**config.mk**
```make
export PLATFORM = sky130hd
export DESIGN_NAME = muldiv_unit_flat
export DESIGN_NICKNAME = d
export VERILOG_FILES = /design/src/rtl/muldiv_pkg.sv /design/src/rtl/muldiv_if.sv /design/src/rtl/muldiv_unit.sv /design/src/flat_wrapper.sv
export SDC_FILE = /design/constraint.sdc
export NUM_CORES = 1
export LEC_CHECK = 0
export CAP_MARGIN = 20
export CORE_AREA = 2 2 167 136
export DETAILED_ROUTE_END_ITERATION = 10
export DIE_AREA = 0 0 169 138
export PLACE_DENSITY = 0.77
export SYNTH_ARGS = -nofsm -noshare
export SYNTH_HDL_FRONTEND = slang
export SYNTH_SLANG_ARGS = --single-unit
```
**constraint.sdc**
```tcl
create_clock -name clock -period 4.9 [get_ports clock]
set_input_delay 1.47 -clock clock [delete_from_list [all_inputs] [get_ports clock]]
set_output_delay 1.47 -clock clock [all_outputs]
set_load 0.01 [all_outputs]
```
**src/rtl/muldiv_pkg.sv**
```systemverilog
// Shared types and constants for the iterative multiply/divide unit.
// Op encodings match the 2-bit op field driven by the decode stage.
package muldiv_pkg;

    localparam int ITERATIONS = 32;

    typedef enum logic [1:0] {
        OP_MUL   = 2'b00,
        OP_MULHU = 2'b01,
        OP_DIVU  = 2'b10,
        OP_REMU  = 2'b11
    } op_e;

    typedef enum logic [1:0] {
        S_IDLE = 2'b00,
        S_RUN  = 2'b01,
        S_DONE = 2'b10
    } state_e;

    function automatic logic is_mul_op(input op_e op);
        return (op == OP_MUL) || (op == OP_MULHU);
    endfunction

endpackage

```
**src/rtl/muldiv_if.sv**
```systemverilog
// Request/response bundle between the pipeline and the multiply/divide unit.
// The master side issues requests; the slave side is the unit itself.
interface muldiv_if #(
    parameter int XLEN = 32
);
    import muldiv_pkg::*;

    logic            start;
    op_e             op;
    logic [XLEN-1:0] operand_a;
    logic [XLEN-1:0] operand_b;
    logic [4:0]      rd_in;
    logic            busy;
    logic            done;
    logic [XLEN-1:0] result;
    logic [4:0]      rd_out;
    logic            regwrite_out;

    modport master (
        output start, op, operand_a, operand_b, rd_in,
        input  busy, done, result, rd_out, regwrite_out
    );

    modport slave (
        input  start, op, operand_a, operand_b, rd_in,
        output busy, done, result, rd_out, regwrite_out
    );

endinterface

```
**src/rtl/muldiv_unit.sv**
```systemverilog
// Radix-2 unsigned multiply/divide: 32 iterations on one 64-bit shift register
// and one 33-bit adder/subtractor; divide-by-zero short-circuits straight to DONE.
module muldiv_unit
    import muldiv_pkg::*;
#(
    parameter int XLEN = 32
) (
    input  logic     clock,
    input  logic     reset,
    muldiv_if.slave  bus
);

    localparam int CNT_W = $clog2(ITERATIONS) + 1;
    localparam logic [CNT_W-1:0] CNT_LAST = CNT_W'(ITERATIONS - 1);

    state_e            state_q, state_d;
    op_e               op_q, op_d;
    logic [2*XLEN-1:0] sr_q, sr_d;
    logic [XLEN-1:0]   opnd_q, opnd_d;
    logic [4:0]        rd_q, rd_d;
    logic [CNT_W-1:0]  cnt_q, cnt_d;
    logic [XLEN-1:0]   result_q, result_d;
    logic [4:0]        rd_out_q, rd_out_d;

    logic              mul_mode;
    logic [XLEN:0]     rem_shift;
    logic [XLEN:0]     add_x;
    logic [XLEN:0]     add_sum;
    logic [2*XLEN-1:0] sr_step;

    assign mul_mode = is_mul_op(op_q);

    // Multiply: sr = {partial product hi, remaining multiplier bits}, shifted right.
    // Divide: sr = {partial remainder, dividend/quotient bits}, shifted left.
    always_comb begin
        rem_shift = sr_q[2*XLEN-1:XLEN-1];
        add_x     = mul_mode ? {1'b0, sr_q[2*XLEN-1:XLEN]} : rem_shift;
        add_sum   = mul_mode ? (add_x + {1'b0, opnd_q}) : (add_x - {1'b0, opnd_q});
        sr_step   = sr_q;
        if (mul_mode) begin
            if (sr_q[0]) begin
                sr_step = {add_sum, sr_q[XLEN-1:1]};
            end else begin
                sr_step = {1'b0, sr_q[2*XLEN-1:1]};
            end
        end else begin
            // Bit XLEN of the difference is the borrow: set means restore.
            if (!add_sum[XLEN]) begin
                sr_step = {add_sum[XLEN-1:0], sr_q[XLEN-2:0], 1'b1};
            end else begin
                sr_step = {rem_shift[XLEN-1:0], sr_q[XLEN-2:0], 1'b0};
            end
        end
    end

    always_comb begin
        state_d  = state_q;
        op_d     = op_q;
        sr_d     = sr_q;
        opnd_d   = opnd_q;
        rd_d     = rd_q;
        cnt_d    = cnt_q;
        result_d = result_q;
        rd_out_d = rd_out_q;
        case (state_q)
            S_IDLE: begin
                if (bus.start) begin
                    op_d  = bus.op;
                    rd_d  = bus.rd_in;
                    cnt_d = '0;
                    if (is_mul_op(bus.op)) begin
                        sr_d    = {{XLEN{1'b0}}, bus.operand_b};
                        opnd_d  = bus.operand_a;
                        state_d = S_RUN;
                    end else if (bus.operand_b == '0) begin
                        result_d = (bus.op == OP_DIVU) ? '1 : bus.operand_a;
                        rd_out_d = bus.rd_in;
                        state_d  = S_DONE;
                    end else begin
                        sr_d    = {{XLEN{1'b0}}, bus.operand_a};
                        opnd_d  = bus.operand_b;
                        state_d = S_RUN;
                    end
                end
            end
            S_RUN: begin
                sr_d  = sr_step;
                cnt_d = cnt_q + CNT_W'(1);
                if (cnt_q == CNT_LAST) begin
                    // MULHU and REMU both live in the upper half; op bit 0 picks it.
                    result_d = op_q[0] ? sr_step[2*XLEN-1:XLEN] : sr_step[XLEN-1:0];
                    rd_out_d = rd_q;
                    state_d  = S_DONE;
                end
            end
            S_DONE: begin
                state_d = S_IDLE;
            end
            default: begin
                state_d = S_IDLE;
            end
        endcase
    end

    always_ff @(posedge clock) begin
        if (reset) begin
            state_q  <= S_IDLE;
            op_q     <= OP_MUL;
            sr_q     <= '0;
            opnd_q   <= '0;
            rd_q     <= '0;
            cnt_q    <= '0;
            result_q <= '0;
            rd_out_q <= '0;
        end else begin
            state_q  <= state_d;
            op_q     <= op_d;
            sr_q     <= sr_d;
            opnd_q   <= opnd_d;
            rd_q     <= rd_d;
            cnt_q    <= cnt_d;
            result_q <= result_d;
            rd_out_q <= rd_out_d;
        end
    end

    assign bus.busy         = (state_q != S_IDLE);
    assign bus.done         = (state_q == S_DONE);
    assign bus.regwrite_out = (state_q == S_DONE);
    assign bus.result       = result_q;
    assign bus.rd_out       = rd_out_q;

endmodule

```
**src/flat_wrapper.sv**
```systemverilog
// flat-port wrapper written by rule: the top's interface ports become plain ports
module muldiv_unit_flat import muldiv_pkg::*;
#(
    parameter int XLEN = 32
)
  (clock, reset, bus_start, bus_op, bus_operand_a, bus_operand_b, bus_rd_in, bus_busy, bus_done, bus_result, bus_rd_out, bus_regwrite_out);
  muldiv_if #(.XLEN(XLEN)) bus_i ();
  input  logic clock;
  input  logic reset;
  input wire logic [$bits(bus_i.start)-1:0] bus_start;
  input wire logic [$bits(bus_i.op)-1:0] bus_op;
  input wire logic [$bits(bus_i.operand_a)-1:0] bus_operand_a;
  input wire logic [$bits(bus_i.operand_b)-1:0] bus_operand_b;
  input wire logic [$bits(bus_i.rd_in)-1:0] bus_rd_in;
  output wire logic [$bits(bus_i.busy)-1:0] bus_busy;
  output wire logic [$bits(bus_i.done)-1:0] bus_done;
  output wire logic [$bits(bus_i.result)-1:0] bus_result;
  output wire logic [$bits(bus_i.rd_out)-1:0] bus_rd_out;
  output wire logic [$bits(bus_i.regwrite_out)-1:0] bus_regwrite_out;
  assign bus_i.start = bus_start;
  assign bus_i.op = bus_op;
  assign bus_i.operand_a = bus_operand_a;
  assign bus_i.operand_b = bus_operand_b;
  assign bus_i.rd_in = bus_rd_in;
  assign bus_busy = bus_i.busy;
  assign bus_done = bus_i.done;
  assign bus_result = bus_i.result;
  assign bus_rd_out = bus_i.rd_out;
  assign bus_regwrite_out = bus_i.regwrite_out;
  muldiv_unit #(.XLEN(XLEN)) u_core (.clock(clock), .reset(reset), .bus(bus_i));
endmodule
```
==> reports/metrics.cfg <==
[outcome]
run_status=finished with violations
violations=setup timing

[timing]
max_freq_mhz=200
timing.final.ws_setup_ps=-111
timing.setup.tns_ps=-885
max_slew_margin=0.484
hold_viol_final=0
timing.final.crit_share=1.02
fin_crit_ps=5010
fin_skew_ps=6.23
setup-violations-final=18
drv_slew=0
worst_pin_slew_ps=774
rsz0062_at_grt=yes

[cells_and_area]
finalNonFillerCells=1840
drive_gt1_frac=0.166
final_nets=1658
syn_to_final_growth_pct=24.8
design_area_mm2=0.0141
diodes=0

[power_and_ir_drop]
p_per_area_mw_per_mm2=265
peakVddDrop_uv=252
p_leak_uw=0.00548
power_uw=3730

[cts]
clock_latency_ps=440
cts.path.max_buffers=2
cts.sinks=148
cts_buffers=17
htreeDepth=4
clkTransAtPathRegs_ps=60
cts-root-buf=clkbuf_16
cts_tree=built
cts_hold_buffers=0

[routing]
drtIter0Drc=1533
drc=0
via_per_inst=6.65
antenna_left=0
first_pass_iters=7
via_count=12200
drt_wl_total_mm=41.0
wl_per_cell_um=22.3

[yosys]
synthTopCellsByArea=dfxtp_1, mux2i_1, a211oi_1
syn_nets=1547
yosysTopAreaCell=dfxtp_1
ys.flop_type=dfxtp_1
synthDistinctLibCells=84
ys_ff_latch=148
synth_top_area_frac=0.262
ys_seq_area_frac=0.262
synthArstFlopShare=0
syn_area_mm2=0.0113
postSynthAreaPerCell_um2=7.86
synth_cells=1438
synth_edf_count=0
synth_warnings=0

[critical_path]
cp.arrival_ps=5340
crit_required_ps=5230
crit_fanout=4
path_cells=or4_4 > nor3_4 > nand3_1 > or2_2 > buf_4 > o31ai_2 > xnor2_1 > ha_1 > a21oi_1 > and2_1 > o211ai_1 > and4b_1 > nor2_1 > or4_1 > nand4_1 > mux2i_1 > mux4_2 > o31a_1
slowest_delay_ps=580
start_kind=flip-flop
endpoint_kind=flip-flop
crit_slowest_cell=or4_4
critPathKind=reg2reg
critPathBufInv=1
crit_family=simple AND/OR/NAND/NOR gates

[job]
drv_cap=0

[die]
start_util=0.515
core_area_mm2=0.0219
rows=49
die_w_um=169
dieHeight_um=138
ioPinCount=114
die-area_mm2=0.0233

[placed_design]
dp_hpwl_mm=28.7
dp_cells=1795
dpl_cell_area_mm2=0.0130
portBuffers=113
gp_congestion=0.912

[global_routing]
grt_usage=0.336
antenna_found_initial=0
grt_max_degree=66
grt_first_pass_wirelength_mm=62.3
grt.overflow.total=0
grt_pass1_vias=11400

[hold_path]
hp-class=reg2reg

==> state kept, by name (all words and copies together) (netlist names) <==
name / cells
u_core.rd_q: 5
u_core.op_q: 2
u_core.bus.rd_out: 5
u_core.sr_q: 64
u_core.bus.result: 32
u_core.cnt_q: 6
u_core.state_q: 2
u_core.opnd_q: 32
==> cell type report <==
| cell class | instances | area, µm² |
|---|---|---|
| Fill cell | 1813 | 7840 |
| Tap cell | 280 | 350 |
| Timing Repair Buffer | 214 | 2010 |
| Multi-Input combinational cell | 1144 | 8150 |
| Clock inverter | 6 | 55.1 |
| Inverter | 24 | 90.1 |
| Clock buffer | 24 | 482 |
| Sequential cell | 148 | 2970 |
==> worst min-delay path: stages, from the launching register on <==
cell and delay [ps]:
dfxtp_1 310, nand2_1 50, a21oi_1 50
==> synth_stat cells (all sizes together), types with 12 or more instances <==
cell type,count
nor2,158
dfxtp,148
nand2,129
a21oi,108
a211oi,101
mux2i,99
clkbuf,96
o21ai,63
xnor2,45
mux2,44
nor3,39
ha,34
a21o,26
a22o,26
buf,26
inv,24
nor2b,23
nand3,22
a31oi,17
nor4,15
xor2,13
and2,12
nand4,12
o31ai,12
==> metrics by stage <==
stage	utilization	setup slack (ps)	hold slack, ps
2_1_floorplan	-	51.1	437
3_3_place_gp	0.594	-97.5	444
3_5_place_dp	0.594	-220	451
4_1_cts	0.622	-11.2	460
5_1_grt	0.643	-307	483
6_report	0.643	-111	459
==> placed cells by master (no fill, tap or decap), types with 9 or more instances in the layout <==
| master | synthesis | layout |
|---|---|---|
| nor2b_1 | 23 | 23 |
| ha_1 | 34 | 34 |
| a211oi_1 | 100 | 97 |
| clkdlybuf4s50_1 | 0 | 111 |
| xnor2_1 | 45 | 45 |
| buf_4 | 2 | 89 |
| nor2_1 | 156 | 151 |
| nor3_1 | 35 | 33 |
| mux2_2 | 42 | 42 |
| a21oi_1 | 108 | 100 |
| mux2i_1 | 99 | 85 |
| a22o_1 | 26 | 26 |
| o31ai_1 | 12 | 9 |
| mux2i_4 | 0 | 10 |
| and2_1 | 12 | 12 |
| nor4_1 | 15 | 14 |
| dfxtp_1 | 148 | 145 |
| a31oi_1 | 17 | 17 |
| nand2_1 | 129 | 127 |
| inv_1 | 23 | 23 |
| o21ai_0 | 62 | 52 |
| nand4_1 | 11 | 11 |
| nand3_1 | 22 | 20 |
| o211ai_1 | 10 | 10 |
| a21o_1 | 26 | 25 |
| clkbuf_16 | 0 | 17 |
| xor2_1 | 13 | 13 |
==> logic make-up after synthesis <==
family	Yosys count	share of synthesized area
simple gates	457	0.193
flops	148	0.262
fa+ha+maj	35	0.0394
compound gates	449	0.274
buf+inv	146	0.0506
xor+xnor	58	0.0450
mux	145	0.136
==> layer usage <==
metal  global-route usage  part of all wire  up-vias
met4                0.171             0.053        0
met2                0.516              0.44      807
li1                     -                 -     5548
met5                    0                 0        -
met1                0.455              0.41     5741
met3               0.0555             0.093      148
==> worst paths after layout <==
check                           startpoint                                 end  slack (ps)  depth (start not counted)
min reg2reg    u_core.rd_q[0]$_SDFFE_PP0P_         u_core.rd_q[0]$_SDFFE_PP0P_         460                          2
max reg2reg  u_core.opnd_q[5]$_SDFFE_PP0P_  u_core.bus.result[29]$_SDFFE_PP0P_        -110                         18
max          u_core.opnd_q[5]$_SDFFE_PP0P_  u_core.bus.result[29]$_SDFFE_PP0P_        -110                         18
min            u_core.rd_q[0]$_SDFFE_PP0P_         u_core.rd_q[0]$_SDFFE_PP0P_         460                          2
==> power breakdown <==
group / total (µW) / internal, µW / switching, µW
clock network: 1260 / 729 / 530
logic: 1120 / 468 / 656
registers: 1350 / 1270 / 84.1
==> repair_timing <==
action,in CTS,in global routing
pin swaps,7,39
gates cloned,1,0
endpoints found under the hold margin,0,0
endpoints found under the setup margin,60,64
resized for setup,10,77
buffers inserted,2,12
No activity file was read; power rests on OpenSTA's default activity.
